[src/rtl/gol_display_pkg.sv]
// Shared types and helpers for the Game of Life LED display path.
package gol_display_pkg;

    // Physical LED bar width on the board; one board row maps onto it.
    localparam int LED_WIDTH = 8;

    // Scanner FSM encoding.
    typedef enum logic [1:0] {
        ST_REQ  = 2'd0,
        ST_WAIT = 2'd1,
        ST_SCAN = 2'd2
    } state_t;

    localparam logic [1:0] REQ_CODE  = 2'd0;
    localparam logic [1:0] WAIT_CODE = 2'd1;
    localparam logic [1:0] SCAN_CODE = 2'd2;

    // Width of a counter that must hold values 0..n.
    function automatic int cnt_width(input int n);
        return (n < 1) ? 1 : $clog2(n + 1);
    endfunction

    // Width of an index that addresses n items (at least one bit).
    function automatic int idx_width(input int n);
        return (n < 2) ? 1 : $clog2(n);
    endfunction

endpackage

[src/rtl/gol_dwell_timer.sv]
// Row dwell timer: counts enabled cycles and pulses tick on the last count.
module gol_dwell_timer
    import gol_display_pkg::*;
#(
    parameter int DWELL_CYCLES = 25_000_000
) (
    input  logic clock,
    input  logic reset,
    input  logic clear,
    input  logic enable,
    output logic tick
);

    localparam int CW = cnt_width(DWELL_CYCLES);
    localparam logic [CW-1:0] LAST = CW'(DWELL_CYCLES - 1);

    logic [CW-1:0] dwell_cnt;

    // tick marks the final cycle of a dwell period; clear has priority.
    assign tick = enable && !clear && (dwell_cnt == LAST);

    // Dwell counter: 0..DWELL_CYCLES-1, restarts on tick or clear.
    always_ff @(posedge clock or posedge reset) begin
        if (reset) begin
            dwell_cnt <= '0;
        end else if (clear) begin
            dwell_cnt <= '0;
        end else if (enable) begin
            if (tick) begin
                dwell_cnt <= '0;
            end else begin
                dwell_cnt <= dwell_cnt + CW'(1);
            end
        end
    end

endmodule

[src/rtl/gol_led_row_scanner.sv]
// Snapshots each finished generation and scans it row by row onto the LEDs,
// then requests the next generation from the core.
//
// Step handshake: step_valid is raised by the scanner and held until the
// cycle in which step_valid && step_ready are both high; that cycle is the
// transfer, and step_valid is low on the following cycle. step_valid never
// drops without a transfer (except on reset).
module gol_led_row_scanner
    import gol_display_pkg::*;
#(
    parameter int ROWS          = 8,
    parameter int COLS          = 8,
    parameter int DWELL_CYCLES  = 25_000_000,
    parameter int SCANS_PER_GEN = 1
) (
    input  logic                        clock,
    input  logic                        reset,
    input  logic [ROWS*COLS-1:0]        board,
    input  logic                        board_valid,
    output logic                        step_valid,
    input  logic                        step_ready,
    output logic [COLS-1:0]             led,
    output logic [idx_width(ROWS)-1:0]  row_idx,
    output logic                        overrun,
    output state_t                      fsm_state
);

    localparam int IW = idx_width(ROWS);
    localparam int SW = cnt_width(SCANS_PER_GEN);
    localparam logic [IW-1:0] LAST_ROW  = IW'(ROWS - 1);
    localparam logic [SW-1:0] LAST_SCAN = SW'(SCANS_PER_GEN - 1);

    if (COLS != LED_WIDTH) begin : g_bad_cols
        $error("gol_led_row_scanner: COLS must equal LED_WIDTH");
    end

    state_t                 state, state_n;
    logic                   step_valid_n;
    logic [COLS-1:0]        led_n;
    logic [IW-1:0]          row_n;
    logic [IW-1:0]          row_next;
    logic                   overrun_n;
    logic [ROWS*COLS-1:0]   shadow, shadow_n;
    logic [SW-1:0]          scan_cnt, scan_n;
    logic                   handshake;
    logic                   dwell_tick;
    logic                   dwell_clear;
    logic [COLS-1:0]        shadow_rows [ROWS];

    for (genvar r = 0; r < ROWS; r++) begin : g_rows
        assign shadow_rows[r] = shadow[r*COLS +: COLS];
    end

    assign handshake   = step_valid && step_ready;
    assign row_next    = (row_idx == LAST_ROW) ? '0 : row_idx + IW'(1);
    assign dwell_clear = (state != ST_SCAN);
    assign fsm_state   = state;

    gol_dwell_timer #(
        .DWELL_CYCLES (DWELL_CYCLES)
    ) u_dwell (
        .clock  (clock),
        .reset  (reset),
        .clear  (dwell_clear),
        .enable (state == ST_SCAN),
        .tick   (dwell_tick)
    );

    // State and datapath registers.
    always_ff @(posedge clock or posedge reset) begin
        if (reset) begin
            state      <= ST_REQ;
            step_valid <= 1'b0;
            led        <= '0;
            row_idx    <= '0;
            overrun    <= 1'b0;
            shadow     <= '0;
            scan_cnt   <= '0;
        end else begin
            state      <= state_n;
            step_valid <= step_valid_n;
            led        <= led_n;
            row_idx    <= row_n;
            overrun    <= overrun_n;
            shadow     <= shadow_n;
            scan_cnt   <= scan_n;
        end
    end

    // Next-state and next-register logic.
    always_comb begin
        state_n      = state;
        step_valid_n = step_valid;
        led_n        = led;
        row_n        = row_idx;
        overrun_n    = overrun;
        shadow_n     = shadow;
        scan_n       = scan_cnt;
        unique case (state)
            ST_REQ: begin
                if (handshake) begin
                    step_valid_n = 1'b0;
                    state_n      = ST_WAIT;
                end else begin
                    step_valid_n = 1'b1;
                end
                // A board in REQ is never the answer to our request.
                if (board_valid) begin
                    overrun_n = 1'b1;
                end
            end
            ST_WAIT: begin
                step_valid_n = 1'b0;
                if (board_valid) begin
                    shadow_n = board;
                    led_n    = board[COLS-1:0];
                    row_n    = '0;
                    scan_n   = '0;
                    state_n  = ST_SCAN;
                end
            end
            ST_SCAN: begin
                step_valid_n = 1'b0;
                if (dwell_tick) begin
                    row_n = row_next;
                    led_n = shadow_rows[row_next];
                    if (row_idx == LAST_ROW) begin
                        if (scan_cnt == LAST_SCAN) begin
                            scan_n  = '0;
                            state_n = ST_REQ;
                        end else begin
                            scan_n = scan_cnt + SW'(1);
                        end
                    end
                end
                if (board_valid) begin
                    overrun_n = 1'b1;
                end
            end
            default: begin
                state_n = ST_REQ;
            end
        endcase
    end

endmodule

[config.mk]
export PLATFORM = sky130hd
export DESIGN_NAME = gol_led_row_scanner
export DESIGN_NICKNAME = d
export VERILOG_FILES = /design/src/rtl/gol_display_pkg.sv /design/src/rtl/gol_dwell_timer.sv /design/src/rtl/gol_led_row_scanner.sv
export SDC_FILE = /design/constraint.sdc
export NUM_CORES = 1
export LEC_CHECK = 0
export BUFFER_PORTS_ARGS = -buffer_cell sky130_fd_sc_hd__buf_2
export CORE_ASPECT_RATIO = 1.4
export CORE_UTILIZATION = 55
export CTS_BUF_LIST = sky130_fd_sc_hd__clkbuf_16
export CTS_CLUSTER_DIAMETER = 60
export DETAILED_ROUTE_END_ITERATION = 10
export HOLD_SLACK_MARGIN = 0.15
export PLACE_DENSITY = 0.79
export SYNTH_ARGS = -nofsm -noshare
export SYNTH_HDL_FRONTEND = slang
export SYNTH_SLANG_ARGS = --single-unit
export TNS_END_PERCENT = 5
[constraint.sdc]
create_clock -name clock -period 3.9 [get_ports clock]
set_input_delay 0.78 -clock clock [delete_from_list [all_inputs] [get_ports clock]]
set_output_delay 0.78 -clock clock [all_outputs]
set_load 0.05 [all_outputs]
== Word-level counts from Yosys, hierarchy flattened ==
Cells that the tools add are included.
Cells by class
  $lt $le $gt $ge: 1
  reductions and logical operators: 15
  bitwise gates (word level): 1
  muxes and demuxes: 26
  equality and inequality tests: 10
  add/subtract/negate cells: 3
Operators by type and width (number)
  $mux 25: 3
  $mux 8: 4
  $add 25x1->25 const B: 1
  $eq 25x25->1 const B: 1
  $bmux 8 s3: 1
  $pmux 8 s2: 1
  $ne 2x2->1 const B: 6
  $mux 2: 5
  $mux 3: 3
  $pmux 2 s3: 1
  $pmux 3 s2: 1
  $reduce_bool 2->1: 3
  $mux 1: 5
  $reduce_and 5->1: 1
  $ge 4x4->1 const B: 1
  $not 3->4: 1
  $pmux 1 s2: 2
  $reduce_and 2->1: 2
  $reduce_and 4->1: 1
  $reduce_or 2->1: 2
  $add 3x1->3 const B: 1
  $eq 3x3->1 const B: 1
  $logic_and 1x1->1: 3
  $reduce_and 3->1: 1
  5 further kinds: 5
Word-level totals
  logic and storage cells: 64
  input bits: 68
  register bits: 105
  output and inout bits: 15

== Longest topological paths before layout ==
  depth in word-level cells: 8
  mapped depth: 8

== Modules after synthesis ==
From an unflattened synthesis, not the netlist that was laid out.
Unflattened totals
  cell total of the unflattened synthesis: 474
  area, all modules: 5308.8 um2
By module, submodules not included
  gol_led_row_scanner: cells each 306, area an instance 3829.9 um2, seq. area each 1976.9 um2, instances 1
  gol_dwell_timer: cells each 168, area an instance 1478.9 um2, seq. area each 625.6 um2, instances 1

== Least setup slack after synthesis ==
Ideal clock, no wire load.
  path type: register -> register
  from: register row_idx[0]
  to: register led[3]
  buffers on the path: 1
  setup slack: 1.109 ns
  clock period less this slack: 2.791 ns
  arrival: 2.655 ns
  cell stages (with the launch flop): 8
  cells stage by stage: dfrtp_1 > ha_1 > ha_1 > nor2_1 > buf_4 > mux4_2 > a222oi_1 > mux2i_1
On the way
  cells in the longest elaborated chain, start to end: 8
  elaborated cells between the ends (all ways): 9
  those cells by class: 1 x add/sub; 1 x eq/ne; 6 x mux; 1 x bitwise
RTL lines
  from (decl): RTL line gol_led_row_scanner.sv:23  | output logic [idx_width(ROWS)-1:0] row_idx,
  from (signal assigned): RTL line gol_led_row_scanner.sv:83  | row_idx <= row_n;
  $add 3x1->3 or $eq 3x3->1 (tied branches): RTL line gol_led_row_scanner.sv:55  | assign row_next = (row_idx == LAST_ROW) ? '0 : row_idx + IW'(1);
  $mux 3 (*): RTL line gol_led_row_scanner.sv:55
  $not 3->4 (not written as such) (*): RTL line gol_led_row_scanner.sv:126  | led_n = shadow_rows[row_next];
  $bmux 8 s3 (*): RTL line gol_led_row_scanner.sv:126
  $mux 8 (not written as such) (*) (2 in series): RTL line gol_led_row_scanner.sv:126
  $mux 8 (*): RTL line gol_led_row_scanner.sv:124  | if (dwell_tick) begin
  $pmux 8 s2 (*): RTL line gol_led_row_scanner.sv:99  | unique case (state)
  to (signal assigned): RTL line gol_led_row_scanner.sv:82  | led <= led_n;
  to (decl): RTL line gol_led_row_scanner.sv:22  | output logic [COLS-1:0] led,
Every way passes the cells marked *; elsewhere a longest branch is shown, timed or not. The select of a mux whose other input is x is not followed.
A chain may end at the register's enable or synchronous reset.

== Final worst setup path ==
  from: register row_idx[0]
  to: register led[7]
The elaborated chain is that of the path after synthesis.

==> results.toml <==
[hold_path]
hold_depth = 1
hold_path.class = "flip-flop to flip-flop"

[yosys]
yosys-mux-area-fraction_pct = 24.96
synth_area_um2 = 4757
synth-seq-area-share_pct = 54.71
synth_top_family_by_area = "multiplexers"
synth_fp_nets = 426
yosys_most_used_dff = "dfrtp_1"
synth-simple-area-share_pct = 8.496
synth_edf_count = 0
synthAdderAreaFrac_pct = 1.841
ys_warn_count = 0
synth-async-reset-ratio_pct = 100.0
synth_compound_area_share_pct = 3.235
ys_ff_latch = 104
synth.avg_cell_area_um2 = 13.55
synth_cell_types = 38
synthCells = 351
synth-xor-area-share_pct = 4.235

[cts]
tritoncts = "built"
cts-root-buf = "clkbuf_16"
clk_pin_slew_ns = 0.07
clockBufferDepth = 2
cts_resized = 0
clock_latency_ns = 0.34
cts-hold-fix-buffers = 0
post_cts_buffers = 0
cts_sinks = 104
htree_levels = 3
numCtsBuffers = 9

[finish]
drive_gt1_share_pct = 43.31
final_cell_area_um2 = 5615
nFillCells = 609
utilization_pct = 67.69
synthToLayoutAreaGrowth_pct = 18.04
nNetsFinal = 511
antenna_cells = 0

[placement]
dpl_cell_area_um2 = 5295
gp_congestion = 0.7602
dp_hpwl_um = 6659
port_buffers = 82

[pwr]
internal-power_mw = 2.964
pwr-share-clk_pct = 21.3
power_frac_comb_pct = 39.4
leakage_nw = 2.540
p_per_area_nw_per_um2 = 799.4
total_power_mw = 4.489
switching_share_pct = 33.97
seqPwrFrac_pct = 39.2
ir_drop_v = 0.0004453
p_switching_mw = 1.525

[drt]
top_layer = "met4"
vias = 3131
drtAntennaViolNets = 0
wl_met2_um = 4909
first_pass_iters = 4
drcViolationCount = 0
drt-met1-wl_um = 4024
drt_iter0_markers = 199
wirelength_um = 9560
via_per_inst = 5.766
wl_per_cell_um = 17.61
met3_length_um = 482

[floorplanning]
die-area_um2 = 9030
die_h_um = 112.0
coreArea_um2 = 8295
start_util_pct = 57.35
num_io_pins = 83
die_x_um = 80.60
num_rows = 39

[worst_setup_path]
critPathKind = "flip-flop to flip-flop"
required_ns = 4.11
arrival_ns = 2.90
r2r_cells = 7
path_max_fanout = 10
crit_path_start_kind = "flip-flop"
worstSetupEndpointType = "flip-flop"

[sta]
skew_ns = 0.007094
maxSlewViolCount = 0
fmax_ghz = 0.3721
rsz0062_at_grt = "no"
fin_crit_sh_pct = 68.90
min_period_ns = 2.687
tightest_slew_ns = 0.8678
fin_setup_tns_ns = 0
timing_hold_violations_final = 0
relSlewSlack_pct = 41.94
whs_ns = 0.4705
setup_viol = 0

[grt]
grt_antenna_before_repair = 0
grt.overflow.total = 0
grt_max_degree = 73
grt_pass1_wl_um = 16060
track_usage_pct = 23.86
grt_pass1_vias = 3297

[outcome]
status = "finished clean"

[flow_run]
drv_cap = 0
[cells by family (layout without fill, tap and decap cells)]
group	Yosys count	after routing
flip-flops	104	104
AND/OR/NAND/NOR	81	81
XOR/XNOR	23	23
multiplexers	90	90
buffers and inverters	28	118
AO/OA/AOI/OAI	18	18
adder cells (fa/ha/maj)	7	7
[per-stage QoR]
stage	setup slack (ns)	cells
global route	1.005	543
global placement	1.324	527
CTS	1.187	543
detailed placement	1.231	527
floorplan	0.3878	351
finish	1.213	543
[synth_stat cells (4+ instances only)]
cell | number | area (µm²)
xor2_1 | 18 | 157.7
nand3_1 | 12 | 60.06
and4_1 | 4 | 35.03
xnor2_1 | 5 | 43.79
nand2_1 | 11 | 41.29
mux4_2 | 16 | 360.4
nand4_1 | 8 | 50.05
inv_1 | 12 | 45.04
mux2_2 | 66 | 743.2
a222oi_1 | 5 | 50.05
dfrtp_1 | 104 | 2603
nor2_1 | 31 | 116.4
and2_1 | 4 | 25.02
ha_1 | 7 | 87.58
mux2i_1 | 5 | 50.05
clkbuf_1 | 9 | 33.78
[layout make-up]
class                      instances  area [µm²]  area share, %
clock buffer                       9       225.2          4.011
clock inverter                     7       95.09          1.693
sequential                       104        2603          46.35
multi-input combinational        219        2051          36.52
tap                              102       127.6          2.273
inverter                          13       51.30         0.9135
timing repair buffer              89       462.9          8.244
[placed cells by master (no fill, tap or decap), types with 3 or more instances in the layout]
master,count
mux2_2,66
buf_2,82
and4_1,4
a222oi_1,5
a221o_1,3
xnor2_1,5
mux2i_1,5
clkbuf_16,9
inv_1,12
buf_4,7
nand2_1,10
nand4_1,8
mux2_1,3
mux4_2,16
and2_1,4
ha_1,7
nand3_1,12
dfrtp_1,104
nor2_1,30
a31oi_1,3
xor2_1,18
[final timing paths]
check,endpoint,startpoint,slack (ns)
max in group asynchronous,led[2],reset,2.54
min in group asynchronous,shadow[16],reset,0.62
hold / removal,overrun,overrun,0.47
hold reg to reg,overrun,overrun,0.47
setup reg to reg,led[7],row_idx[0],1.21
setup / recovery,led[7],row_idx[0],1.21
[critical path: stages, from the launching register on]
cell,delay (ns)
dfrtp_1,0.44
ha_1,0.24
ha_1,0.22
nor2_2,0.38
buf_4,0.31
mux4_2,0.52
a222oi_1,0.32
mux2i_1,0.12
[sequential cells by signal, indices dropped and copies added (netlist names)]
name               flops
fsm_state              2
led                    8
overrun                1
row_idx                3
shadow                64
step_valid             1
u_dwell.dwell_cnt     25
[layer usage]
metal,vias up,track usage [%]
li1,1439,-
met1,1606,31.20
met2,76,38.08
met3,10,5.772
met4,0,9.762
met5,-,0
[power groups by stage]
| stage | clock network, mW | registers [mW] | logic [mW] |
|---|---|---|---|
| final | 0.958 | 1.76 | 1.77 |
| after global routing | 1.02 | 1.81 | 1.91 |
| after CTS | 0.975 | 1.76 | 1.79 |
| after detailed placement | 0 | 1.77 | 1.76 |
| after global placement | 0 | 1.74 | 1.70 |
| after floorplan | 0 | 1.91 | 1.21 |
Note: power is estimated with default switching activity, not from simulation.
